**config.mk**
```make
export PLATFORM = sky130hd
export DESIGN_NAME = rom_read_arbiter
export DESIGN_NICKNAME = d
export VERILOG_FILES = /design/src/rtl/rom_read_arbiter.sv
export SDC_FILE = /design/constraint.sdc
export NUM_CORES = 1
export LEC_CHECK = 0
export CELL_PAD_IN_SITES_DETAIL_PLACEMENT = 1
export CELL_PAD_IN_SITES_GLOBAL_PLACEMENT = 1
export CORE_ASPECT_RATIO = 2
export CORE_UTILIZATION = 27
export DETAILED_ROUTE_END_ITERATION = 7
export PLACE_DENSITY_LB_ADDON = 0.1
export SLEW_MARGIN = 20
export SYNTH_ARGS = -nofsm -noshare
export SYNTH_HDL_FRONTEND = slang
export SYNTH_SLANG_ARGS = --single-unit
```
**constraint.sdc**
```tcl
create_clock -name clk -period 3.1 [get_ports clk]
set_clock_uncertainty 0.1 [all_clocks]
set_input_delay 0.31 -clock clk [delete_from_list [all_inputs] [get_ports clk]]
set_output_delay 0.31 -clock clk [all_outputs]
set_load 0.005 [all_outputs]
```
**src/rtl/rom_read_arbiter.sv**
```systemverilog
// Round-robin arbiter sharing one synchronous single-port ROM among NUM_REQ requesters.
// One read outstanding at most; a stalled response word is parked in a hold register.
module rom_read_arbiter #(
    parameter int ADDR_WIDTH = 10,
    parameter int DATA_WIDTH = 8,
    parameter int NUM_REQ    = 4
) (
    input  logic                          clk,
    input  logic                          rst_n,
    input  logic [NUM_REQ-1:0]            req_valid,
    input  logic [NUM_REQ*ADDR_WIDTH-1:0] req_addr,
    output logic [NUM_REQ-1:0]            req_ready,
    output logic [NUM_REQ-1:0]            rsp_valid,
    input  logic [NUM_REQ-1:0]            rsp_ready,
    output logic [DATA_WIDTH-1:0]         rsp_data,
    output logic [ADDR_WIDTH-1:0]         rom_addr,
    input  logic [DATA_WIDTH-1:0]         rom_data,
    output logic                          busy
);

    localparam int TW = $clog2(NUM_REQ);
    localparam logic [NUM_REQ-1:0] ONE = NUM_REQ'(1);

    typedef enum logic [1:0] {
        ST_IDLE = 2'd0,
        ST_READ = 2'd1,
        ST_HOLD = 2'd2
    } state_t;

    state_t                r_state;
    state_t                w_next_state;
    logic [TW-1:0]         r_rr_ptr;
    logic [TW-1:0]         r_tag;
    logic [DATA_WIDTH-1:0] r_hold_q;

    logic [ADDR_WIDTH-1:0] w_addr_arr [NUM_REQ];
    logic [TW-1:0]         w_idx;
    logic [TW-1:0]         w_sel;
    logic [TW-1:0]         w_sel_inc;
    logic [ADDR_WIDTH-1:0] w_sel_addr;
    logic                  w_any_valid;
    logic                  w_tag_ready;
    logic                  w_done;
    logic                  w_can_issue;
    logic                  w_issue;
    logic                  w_load_hold;

    for (genvar g = 0; g < NUM_REQ; g++) begin : g_addr
        assign w_addr_arr[g] = req_addr[g*ADDR_WIDTH +: ADDR_WIDTH];
    end

    // Scan from the farthest offset down to rr_ptr so the closest valid requester wins.
    always_comb begin
        // NOTE: every signal gets a default first so no path leaves it unassigned (no latch).
        w_idx       = '0;
        w_sel       = '0;
        w_any_valid = 1'b0;
        for (int k = NUM_REQ - 1; k >= 0; k--) begin
            w_idx = TW'((int'(r_rr_ptr) + k) % NUM_REQ);
            if (req_valid[w_idx]) begin
                w_any_valid = 1'b1;
                w_sel       = w_idx;
            end
        end
    end

    assign w_sel_addr  = w_addr_arr[w_sel];
    assign w_sel_inc   = (w_sel == TW'(NUM_REQ - 1)) ? '0 : w_sel + 1'b1;
    assign w_tag_ready = rsp_ready[r_tag];
    assign w_done      = (r_state != ST_IDLE) && w_tag_ready;
    assign w_can_issue = (r_state == ST_IDLE) || w_done;
    // Gating with rst_n keeps grants and rom_addr quiet while reset is held.
    assign w_issue     = rst_n && w_can_issue && w_any_valid;

    assign req_ready = w_issue ? (ONE << w_sel) : '0;
    assign rom_addr  = w_issue ? w_sel_addr : '0;
    assign busy      = (r_state != ST_IDLE);
    assign rsp_valid = busy ? (ONE << r_tag) : '0;

    always_comb begin
        rsp_data = '0;
        case (r_state)
            ST_READ: rsp_data = rom_data;
            ST_HOLD: rsp_data = r_hold_q;
            default: rsp_data = '0;
        endcase
    end

    always_comb begin
        w_next_state = r_state;
        w_load_hold  = 1'b0;
        case (r_state)
            ST_IDLE: begin
                if (w_issue) w_next_state = ST_READ;
            end
            ST_READ: begin
                if (w_tag_ready) begin
                    w_next_state = w_issue ? ST_READ : ST_IDLE;
                end else begin
                    // ROM output is only valid this cycle; park it before it is overwritten.
                    w_load_hold  = 1'b1;
                    w_next_state = ST_HOLD;
                end
            end
            ST_HOLD: begin
                if (w_tag_ready) w_next_state = w_issue ? ST_READ : ST_IDLE;
            end
            default: w_next_state = ST_IDLE;
        endcase
    end

    // NOTE: sequential state uses non-blocking assignments so all registers update together.
    always_ff @(posedge clk or negedge rst_n) begin
        if (!rst_n) begin
            r_state  <= ST_IDLE;
            r_rr_ptr <= '0;
            r_tag    <= '0;
            // NOTE: the hold word is a single register, so it is reset like any other state.
            r_hold_q <= '0;
        end else begin
            r_state <= w_next_state;
            if (w_issue) begin
                r_tag    <= w_sel;
                r_rr_ptr <= w_sel_inc;
            end
            if (w_load_hold) r_hold_q <= rom_data;
        end
    end

endmodule

```
==> flow_summary.ini <==
[sta]
setup_violations = 0
post-route-min-period_ns = 2.879
fin_setup_tns_ns = 0
slew_violations = 0
rsz0062_at_grt = no
worst_slack_ns = 0.2208
max-slew-margin-rel = 0.7039
fin_crit_sh = 0.9288
finalHoldViolCount = 0
tightest_slew_ns = 0.4442
clock.fmax_mhz = 347.3

[finish]
layout_commonest_cell = clkdlybuf4s50_1
areaGrowthSynthToFinish_pct = 71.35
layout_common_cells = 84 x clkdlybuf4s50_1, 23 x mux2i_1, 14 x dfrtp_1
drive_above_1_share = 0.06573
stdcell_area_um2 = 2215
nNetsFinal = 281
diodes = 0
utilization = 0.4816
fill_cells = 545

[detailed_routing]
wl_um = 4110
drtAntennaViolNets = 0
via_count = 1354
routed_via_density = 5.052
wl_per_cell_um = 15.34
drtIter0Drc = 7
dr.pass1.iters = 3
drc = 0

[pwr]
p_per_area_nw_per_um2 = 683.8
p_leak_nw = 0.9272
fin_total_pwr_mw = 1.514
ir_worst_vdd_v = 0.0003295

[floorplanning]
core_area_um2 = 4598
io_pins = 85
rows = 35
die_h_um = 99.85
die-area_um2 = 5085
start_util = 0.2811
die_w_um = 50.93

[clock_network]
h-tree-depth = 1
cts_buffers = 3
root_buffer = clkbuf_8
clk_latency_ns = 0.24
path_clk_slew_ns = 0.05
cts_tree = done
numClockSinks = 14
clock_path_buffers = 2

[grt]
overflow = 0
grt_pass1_vias = 1509
grt_start_max_net_pins = 25
grt_pass1_wl_um = 6451
grt_usage = 0.1672
grt_antenna_before_repair = 0

[logic_synthesis]
netlist_instances = 131
ys_seq_elements = 14
synth_nets = 197
avgSynthCellArea_um2 = 9.866
syn_area_um2 = 1292
yosysUniqueCellTypes = 32
yosysWarnings = 0
yosysSeqAreaShare = 0.2711

[placement]
hpwl_um = 3543
dp_slack_ns = 0.1616
io_buffer_count = 84
placed_area_um2 = 2170
gp_congestion = 0.7400

[worst_hold_path]
hp-class = input port to asynchronous set/reset pin

[worst_setup_path]
cp.arrival_ns = 2.47
crit_fanout = 24
cp_common_cell = clkdlybuf4s50_1
slowest_stage = clkdlybuf4s50_1
critPathKind = input port to primary output
cp-startpoint = req_valid[0]
critPathMaxStageDelay_ns = 0.49
crit_chain = clkdlybuf4s50_1 -> a21oi_1 -> o21ai_0 -> o2bb2a_1 -> buf_6 -> inv_1 -> ha_1 -> and2_1 -> clkdlybuf4s50_1
r2r_start = r_rr_ptr[1]
required_ns = 2.69
rr_worst_depth = 6
cp-start-kind = input port
endpoint_kind = primary output

[run]
drv_cap = 0

[outcome]
status = finished clean
[cell usage after synthesis (all sizes together)]
master,n,share of area
o2bb2a,1,0.0077
and3,3,0.015
o21ai,3,0.012
inv,8,0.023
nor2b,8,0.039
a22oi,8,0.046
nor2,3,0.0087
mux2i,23,0.18
a21oi,4,0.024
nand2,4,0.019
a22o,1,0.0068
o22ai,10,0.048
mux2,11,0.099
and2,5,0.024
o31ai,1,0.0058
nor3,4,0.024
nand2b,2,0.0097
ha,8,0.077
buf,6,0.037
o41ai,1,0.013
o21a,1,0.0058
clkbuf,2,0.0058
dfrtp,14,0.27
[routing by layer]
metal / global-route usage / part of all wire / vias to the layer above / wire length (um)
met5: 0 / 0 / - / 0
li1: - / - / 640 / -
met1: 0.1401 / 0.32 / 636 / 1315
met4: 0.05128 / 0.011 / 0 / 46
met3: 0.04545 / 0.086 / 5 / 353
met2: 0.3482 / 0.58 / 73 / 2394
[what timing repair did]
| item | 4_1_cts | 5_1_grt |
|---|---|---|
| hold endpoints to repair | 0 | 0 |
| gates resized for setup | 0 | 1 |
| setup buffers | 0 | 0 |
| setup endpoints to repair | 0 | 2 |
| hold buffers | 0 | 0 |
[report_power, final]
part / internal, mW / leakage, nW / switching, mW
Clock: 0.0860 / 0.0216 / 0.0627
Sequential: 0.276 / 0.167 / 0.0737
Combinational: 0.576 / 0.739 / 0.440
[critical path, delay by kind of cell]
family / cells / cell delay, ns
buffers and inverters: 4 / 1.30
AOI/OAI and AO/OA: 3 / 0.50
adders and majority gates: 1 / 0.20
and+or+nand+nor: 1 / 0.14
[sequential cells by signal, summed over array words and instances (netlist names)]
register,flops
r_tag,2
r_hold_q,8
r_rr_ptr,2
r_state,2
[final cells by class]
cell class              instances  area (um^2)  area share
multi-input cells             101        857.1      0.3870
flip-flops and latches         14        350.3      0.1582
inverters                       8        30.03     0.01356
repair buffers                 87        867.1      0.3915
well taps                      55        68.82     0.03107
clock buffers                   3        41.29     0.01864
[metrics by stage]
stage | instances | hold slack [ns]
final | 268 | 0.3747
after global routing | 268 | 0.3823
after CTS | 268 | 0.3685
after detailed placement | 265 | 0.3803
after global placement | 265 | 0.3678
after floorplan | 131 | -0.08559
[worst paths after layout]
kind                                      to  slack (ns)
worst max-delay path            req_ready[1]        0.22
worst min-delay path             r_hold_q[0]        0.37
worst max register to register   r_rr_ptr[1]        1.13
worst min register to register   r_hold_q[4]        0.39
max in group asynchronous        r_hold_q[6]        2.35
min in group clk                 r_hold_q[4]        0.39
[cell families (layout without fill, tap and decap cells)]
family,after synthesis,count (layout),share of synthesized area
adder cells (fa/ha/maj),8,8,0.07745
AND/OR/NAND/NOR,29,29,0.1394
buffers and inverters,16,98,0.06583
multiplexers,34,34,0.2769
flip-flops,14,14,0.2711
AO/OA/AOI/OAI,30,30,0.1694
Note: power is estimated with default switching activity, not from simulation.
